## src/rtl/i2cm_byte_ctrl.sv

```systemverilog
`timescale 1ns/1ps
`default_nettype none
// ============================================================================
// Module   : i2cm_byte_ctrl
// Brief    : I2C master byte controller. It sequences optional (repeated)
//            START, 8 MSB-first data bits, the ACK slot and an optional STOP.
//            Each bus phase lasts CLK_DIV clocks. Between transfers without
//            STOP, SCL stays held low.
// Options  : I2CM_CLK_STRETCH_EN - freeze phase timing while a slave holds
//            SCL low after the master released it.
// Revision : 1.0 - initial release
// ============================================================================
module i2cm_byte_ctrl #(
    parameter int CLK_DIV = 4
) (
    input  logic clk,
    input  logic rst_n,
    input  logic i_req,
    input  logic i_start,
    input  logic i_stop,
    input  logic i_data_ser,
    input  logic i_sda,
    input  logic i_scl,
    output logic o_shift_en,
    output logic o_store_en,
    output logic o_scl_oe,
    output logic o_sda_oe,
    output logic o_busy,
    output logic o_done,
    output logic o_nack
);

    typedef enum logic [2:0] {
        S_IDLE  = 3'd0,
        S_START = 3'd1,
        S_DATA  = 3'd2,
        S_ACK   = 3'd3,
        S_STOP  = 3'd4
    } state_t;

    localparam logic [7:0] c_cnt_last = 8'(CLK_DIV - 1);

    state_t     state_q, state_d;
    logic [7:0] cnt_q, cnt_d;
    logic [1:0] ph_q, ph_d;
    logic [2:0] bit_q, bit_d;
    logic       scl_oe_q, scl_oe_d;
    logic       sda_oe_q, sda_oe_d;
    logic       busy_q, busy_d;
    logic       done_q, done_d;
    logic       nack_q, nack_d;
    logic       stop_q, stop_d;

    logic       w_stall;
    logic       w_phase_end;
    logic       w_accept;

`ifdef I2CM_CLK_STRETCH_EN
    // A slave holding SCL low after we released it stretches the current phase.
    assign w_stall = (state_q != S_IDLE) && !scl_oe_q && !i_scl;
`else
    assign w_stall = 1'b0;
    logic unused_scl;
    assign unused_scl = i_scl;
`endif

    assign w_phase_end = (state_q != S_IDLE) && (cnt_q == c_cnt_last) && !w_stall;
    assign w_accept    = (state_q == S_IDLE) && i_req;

    // Load strobe is gated by reset so the shifter is never loaded while in reset.
    assign o_store_en  = ~(rst_n & w_accept);
    // Shift after bits 0..6 only; the 8th bit's shift would expose nothing useful.
    assign o_shift_en  = (state_q == S_DATA) && (ph_q == 2'd3) && w_phase_end &&
                         (bit_q != 3'd7);

    assign o_scl_oe = scl_oe_q;
    assign o_sda_oe = sda_oe_q;
    assign o_busy   = busy_q;
    assign o_done   = done_q;
    assign o_nack   = nack_q;

    // Next-state logic: phase timing plus line levels set at phase boundaries.
    always_comb begin
        state_d  = state_q;
        cnt_d    = cnt_q;
        ph_d     = ph_q;
        bit_d    = bit_q;
        scl_oe_d = scl_oe_q;
        sda_oe_d = sda_oe_q;
        busy_d   = busy_q;
        done_d   = 1'b0;
        nack_d   = nack_q;
        stop_d   = stop_q;

        if ((state_q != S_IDLE) && !w_stall) begin
            if (w_phase_end) begin
                cnt_d = 8'd0;
                ph_d  = ph_q + 2'd1;
            end else begin
                cnt_d = cnt_q + 8'd1;
            end
        end

        case (state_q)
            S_IDLE: begin
                if (i_req) begin
                    busy_d = 1'b1;
                    nack_d = 1'b0;
                    stop_d = i_stop;
                    cnt_d  = 8'd0;
                    ph_d   = 2'd0;
                    bit_d  = 3'd0;
                    if (i_start) begin
                        state_d  = S_START;
                        sda_oe_d = 1'b0;
                    end else begin
                        state_d  = S_DATA;
                        scl_oe_d = 1'b1;
                    end
                end
            end
            S_START: begin
                if (w_phase_end) begin
                    case (ph_q)
                        2'd0:    scl_oe_d = 1'b0;
                        2'd1:    sda_oe_d = 1'b1;
                        2'd2:    scl_oe_d = 1'b1;
                        default: state_d  = S_DATA;
                    endcase
                end
            end
            S_DATA: begin
                // The shifter settles one cycle after the load/shift edge, so
                // the bit is taken in the first cycle of Q0 while SCL is low.
                if ((ph_q == 2'd0) && (cnt_q == 8'd0)) begin
                    sda_oe_d = ~i_data_ser;
                end
                if (w_phase_end) begin
                    if (ph_q == 2'd1) begin
                        scl_oe_d = 1'b0;
                    end else if (ph_q == 2'd3) begin
                        scl_oe_d = 1'b1;
                        if (bit_q == 3'd7) begin
                            state_d  = S_ACK;
                            sda_oe_d = 1'b0;
                        end else begin
                            bit_d = bit_q + 3'd1;
                        end
                    end
                end
            end
            S_ACK: begin
                if (w_phase_end) begin
                    case (ph_q)
                        2'd1: scl_oe_d = 1'b0;
                        2'd2: nack_d   = i_sda;
                        2'd3: begin
                            scl_oe_d = 1'b1;
                            if (stop_q) begin
                                state_d  = S_STOP;
                                sda_oe_d = 1'b1;
                            end else begin
                                state_d  = S_IDLE;
                                sda_oe_d = 1'b0;
                                done_d   = 1'b1;
                                busy_d   = 1'b0;
                            end
                        end
                        default: ;
                    endcase
                end
            end
            S_STOP: begin
                if (w_phase_end) begin
                    case (ph_q)
                        2'd0: scl_oe_d = 1'b0;
                        2'd1: sda_oe_d = 1'b0;
                        2'd3: begin
                            state_d = S_IDLE;
                            done_d  = 1'b1;
                            busy_d  = 1'b0;
                        end
                        default: ;
                    endcase
                end
            end
            default: state_d = S_IDLE;
        endcase
    end

    // State and output registers; reset aborts and releases both lines.
    always_ff @(posedge clk or negedge rst_n) begin
        if (!rst_n) begin
            state_q  <= S_IDLE;
            cnt_q    <= 8'd0;
            ph_q     <= 2'd0;
            bit_q    <= 3'd0;
            scl_oe_q <= 1'b0;
            sda_oe_q <= 1'b0;
            busy_q   <= 1'b0;
            done_q   <= 1'b0;
            nack_q   <= 1'b0;
            stop_q   <= 1'b0;
        end else begin
            state_q  <= state_d;
            cnt_q    <= cnt_d;
            ph_q     <= ph_d;
            bit_q    <= bit_d;
            scl_oe_q <= scl_oe_d;
            sda_oe_q <= sda_oe_d;
            busy_q   <= busy_d;
            done_q   <= done_d;
            nack_q   <= nack_d;
            stop_q   <= stop_d;
        end
    end

endmodule
`default_nettype wire

```

## config.mk

```make
export PLATFORM = sky130hd
export DESIGN_NAME = i2cm_byte_ctrl
export DESIGN_NICKNAME = d
export VERILOG_FILES = /design/src/rtl/i2cm_byte_ctrl.sv
export SDC_FILE = /design/constraint.sdc
export NUM_CORES = 1
export LEC_CHECK = 0
export CAP_MARGIN = 20
export CORE_ASPECT_RATIO = 1.2
export CORE_MARGIN = 1.5
export CORE_UTILIZATION = 40
export CTS_CLUSTER_SIZE = 28
export DETAILED_ROUTE_END_ITERATION = 12
export PLACE_DENSITY = 0.71
export SYNTH_ARGS = -nofsm -noshare
export SYNTH_HDL_FRONTEND = slang
export SYNTH_SLANG_ARGS = --single-unit
export TNS_END_PERCENT = 20
```

## constraint.sdc

```tcl
create_clock -name clk -period 2.8 [get_ports clk]
set_input_delay 0.28 -clock clk [delete_from_list [all_inputs] [get_ports clk]]
set_output_delay 0.28 -clock clk [all_outputs]
set_load 0.02 [all_outputs]
```

# --- Word-level counts from Yosys, hierarchy flattened ---
# Cells that the tools add are included.
word_totals:
  reg_bits: 22
  wordCells: 142
  input_bits: 8
  output_inout_bits: 7
classes:
  n_reduce_logical: 22
  n_bitwise: 3
  add_sub_neg: 3
  n_eq_ne: 32
  muxes: 72
ops:
  columns: ["cell", "count"]
  rows:
  - ["$mux 3", 17]
  - ["$mux 1", 37]
  - ["$mux 8", 4]
  - ["$ne 2x2->1 const B", 16]
  - ["$reduce_and 11->1", 2]
  - ["$pmux 3 s5", 1]
  - ["$mux 2", 5]
  - ["$pmux 1 s5", 2]
  - ["$ne 3x3->1 const B", 3]
  - ["$reduce_and 9->1", 1]
  - ["$add 8x1->8 const B", 1]
  - ["$eq 8x2->1 const B", 1]
  - ["$logic_not 8->1", 1]
  - ["$pmux 1 s2", 4]
  - ["$reduce_and 7->1", 1]
  - ["$eq 3x2->1 const B", 2]
  - ["$eq 3x3->1 const B", 2]
  - ["$logic_and 1x1->1", 6]
  - ["$ne 2x1->1 const B", 3]
  - ["$pmux 3 s2", 1]
  - ["$reduce_and 6->1", 1]
  - ["$reduce_bool 3->1", 2]
  - ["$reduce_bool 5->1", 1]
  - ["$eq 2x2->1 const B", 2]
  - ["14 further kinds", 16]

# --- Depth between registers and ports, before layout ---
logic_depth:
  word_depth: 8
  mapped_depth: 8
  depth_no_buf: 7

# --- Worst setup path before layout ---
# No wires, ideal clock.
synth_path:
  kind: "register -> register"
  startpoint: "register state_q[2]"
  endpoint: "register state_q[0]"
  required_ns: 2.675
  period_less_slack_ns: 1.917
  stages_incl_launch_ff: 8
  setup_ns: 0.125
  path_slack_ns: 0.883
  path_buffers: 2
  arrival_time_ns: 1.792
  cell_sequence: "dfrtp_1 -> or3_1 -> buf_2 -> and4_4 -> buf_6 -> and4b_1 -> o211a_1 -> mux2_2"
synth_via:
  elab_chain_len: 4
  elab_cells_between_ends: 20
  cone_classes: "eq/ne (15); mux (1); reduce/logical (4)"
synth_lines:
  columns: ["element", "line", "source"]
  rows:
  - ["from (decl)", "43", "state_t state_q, state_d;"]
  - ["from (signal assigned)", "205", "state_q <= state_d;"]
  - ["$reduce_bool 3->1", "67", "assign w_phase_end = (state_q != S_IDLE) && (cnt_q == c_cnt_last) && !w_stall;"]
  - ["$logic_and 1x1->1", "67", null]
  - ["$ne 2x2->1 (no line)", null, null]
  - ["$reduce_and 11->1 (no line)", null, null]
# Parallel ways exist; a longest one is shown, timed or not.
# A chain may end at the register's enable or synchronous reset.

# --- Final worst setup path ---
layout_path:
  startpoint: "register cnt_q[3]"
  endpoint: "output o_shift_en"
layout_via:
  elab_chain_len: 4
layout_lines:
  columns: ["element", "line", "source"]
  rows:
  - ["from (decl)", "44", "logic [7:0] cnt_q, cnt_d;"]
  - ["from (signal assigned)", "206", "cnt_q <= cnt_d;"]
  - ["$eq 8x2->1", "67", null]
  - ["$logic_and 1x1->1", "67", null]
  - ["$logic_and 1x1->1 (2 in series)", "73", "assign o_shift_en = (state_q == S_DATA) && (ph_q == 2'd3) && w_phase_end &&"]
  - ["to (decl)", "24", "output logic o_shift_en,"]
# No other way between the ends.

==> results by group <==
Floorplanning
  – I/O pins: 15
  – Die Wd: 56.6 um
  – Core ar.: 3310 um2
  – Total Die Area: 3810 um2
  – Number of core rows: 23
  – Die Y: 67.3 um
  – Initial Util: 41.6%

GRT
  – Initial antenna violation count: 0
  – GRT overflow: 0
  – Pin count of the biggest net entering global routing: 23
  – First-pass GRT wire length: 5.49 mm
  – Vias in the first global route: 1285
  – Tot GR Track Use: 18.4%

Critical path
  – Crit end category: output pin
  – Max stage delay on crit path: 610 ps
  – Critical Path Fanout Max: 9
  – Worst endpoint required time: 2520 ps
  – Crit path kind: register to output pin
  – CP Cell Sequence: nor4_4 -> and4_4 -> nand2_1 -> nor2_1 -> clkdlybuf4s50_1
  – Worst Path Buf+Inv: 1
  – Crit path DAT: 2240 ps
  – Critical-path top delay cell: clkdlybuf4s50_1
  – Critical path depth: 5
  – Setup crit start kind: register
  – Register-to-Register Path Depth: 4
  – Kind of cell adding the most delay to the critical path: simple AND/OR/NAND/NOR gates

Synthesis
  – Area fraction of the dominant cell type after synthesis: 40.0%
  – Most common cell in the netlist: dfrtp_1
  – Syn avg cell area: 8.95 um2
  – Ys Warns: 0
  – Syn Nets: 170
  – Register area share after synthesis: 40.0%
  – Post-Synthesis Cells: 154
  – EDFF count, synth: 0
  – Yosys top cell by area: dfrtp_1
  – Flops & latches, synth: 22
  – Mapped Area: 1380 um2
  – Unique cell type count in the Yosys netlist: 39
  – Synth area leaders: dfrtp_1 (40%), ha_1 (7.3%), nand2_1 (5.4%)
  – Synth top cells by count: dfrtp_1 (22), nand2_1 (20), nor2_1 (17)
  – Post-synth top flop: dfrtp_1
  – Async SR Flop Fraction: 100%

Drt
  – Vias per inst: 5.65
  – M1 wire length: 1.29 mm
  – Highest routed layer: met4
  – Drt wl/cell: 14.8 um
  – Final WL: 3.08 mm
  – ANT nets after route: 0
  – Vias: 1175
  – Drt pass-1 iters: 4
  – WL met3: 155 um
  – DR WL met2: 1.60 mm
  – DRT iter0 DRCs: 36
  – Drt drc: 0

Timing
  – Setup Skew: 3.50 ps
  – Slew HR: 79.9%
  – Setup TNS: 0 ps
  – Hold Worst Slack: 441 ps
  – Slew Limit Fails: 0
  – Endpoints failing setup: 0
  – Worst-margin pin slew: 301 ps
  – RSZ-0062 raised after global routing: false
  – Final min period: 2520 ps
  – Fin crit share: 89.9%
  – Max Fclk: 397 MHz
  – Hold Violations, Final: 0

Placed design
  – RD Place Congestion: 0.806
  – Placed cells: 205
  – Final HPWL DP: 2.35 mm
  – Number of port buffers: 13

CTS
  – Post-CTS Setup Repair Bufs: 0
  – CTS clk-pin slew, worst paths: 80 ps
  – CTS tree: yes
  – CTS Sinks: 22
  – # H-tree levels: 1
  – Post-CTS Resized: 0
  – Worst-Skew Late Latency: 260 ps
  – Clock Path Buffers: 2
  – Root Driver: clkbuf_8
  – Hold-fix buffer count after cts: 0
  – Num CTS Buffers: 3

Cells and area
  – Filler cell count: 327
  – Antenna Cells: 0
  – Area grow syn2layout: 17.3%
  – Final core occ: 48.8%
  – Fin cells: 208
  – Final #Nets: 189
  – Share of cells above drive strength 1: 8.19%

Pwr
  – Maximum vdd drop: 0.549 mV
  – Pwr Density: 928 nW/um2
  – Leak: 0.735 nW

Hold path
  – Hold crit path type: input port to async pin

Outcome
  – Run status: finished, final reports clean

Run
  – Max Cap Viol: 0
## worst register-to-register path, stage by stage, from the launching register on
cell	delay (ps)
dfrtp_1	380
or3_1	510
and4_4	270
a22oi_2	300
mux2_2	370
## logic make-up after synthesis
family | Yosys count | share of synthesized area (%)
flops | 22 | 40.0
simple gates | 61 | 22.9
compound gates | 37 | 17.7
mux | 6 | 4.54
xor+xnor | 4 | 2.54
fa+ha+maj | 8 | 7.27
buf+inv | 16 | 5.09
## stage by stage
step	area, um2	total power [W]	setup slack (ps)
floorplan	1380	0.00107	883
global placement	1570	0.00126	602
detailed placement	1570	0.00131	580
CTS	1620	0.00151	263
global route	1620	0.00164	135
finish	1620	0.00150	282
## registers in the layout, indices dropped and copies added (netlist names), 2 cells and up
signal and cells:
ph_q 2, state_q 3, bit_q 3, cnt_q 8
## cell usage in the layout, fill, tap and decap left out, drive strengths merged, types with 2 or more instances in the layout
cell type      Yosys  layout
inv               10      10
buf                3       7
nand2             20      20
or3                5       5
nor2              17      17
mux2i              4       4
mux2               2       2
o21ai             10      10
nand2b             4       4
o211ai             3       3
xor2               4       4
clkdlybuf4s50      0      13
and4b              2       2
dfrtp             22      22
o41ai              2       2
clkbuf             3       3
ha                 8       8
a21oi             11      11
nand4              5       5
## metal layers
layer | vias to the layer above | track usage, %
li1 | 579 | -
met1 | 558 | 20.9
met2 | 33 | 33.3
met3 | 5 | 3.83
met4 | 0 | 8.33
met5 | - | 0
## path summary, 6_finish.rpt
check | end | startpoint | slack [ps]
setup / recovery | o_shift_en | cnt_q[3] | 280
hold / removal | cnt_q[2] | rst_n | 440
setup reg to reg | state_q[0] | state_q[2] | 860
hold reg to reg | bit_q[0] | bit_q[0] | 490
max in group asynchronous | o_done | rst_n | 2120
min in group clk | bit_q[0] | bit_q[0] | 490
## power breakdown
group	total, W	switching [W]	internal, W
combinational	0.000809	0.000459	0.000350
sequential	0.000495	0.0000854	0.000410
clock	0.000195	0.0000993	0.0000961
total	0.00150	0.000644	0.000855
## final cells by class
| class | instances | area (um2) | share of cell area [%] |
|---|---|---|---|
| multi-input cells | 116 | 757 | 46.9 |
| inverters | 10 | 37.5 | 2.32 |
| repair buffers | 20 | 183 | 11.3 |
| well taps | 37 | 46.3 | 2.87 |
| clock buffers | 3 | 41.3 | 2.56 |
| flip-flops and latches | 22 | 551 | 34.1 |
No activity file was read; power rests on OpenSTA's default activity.
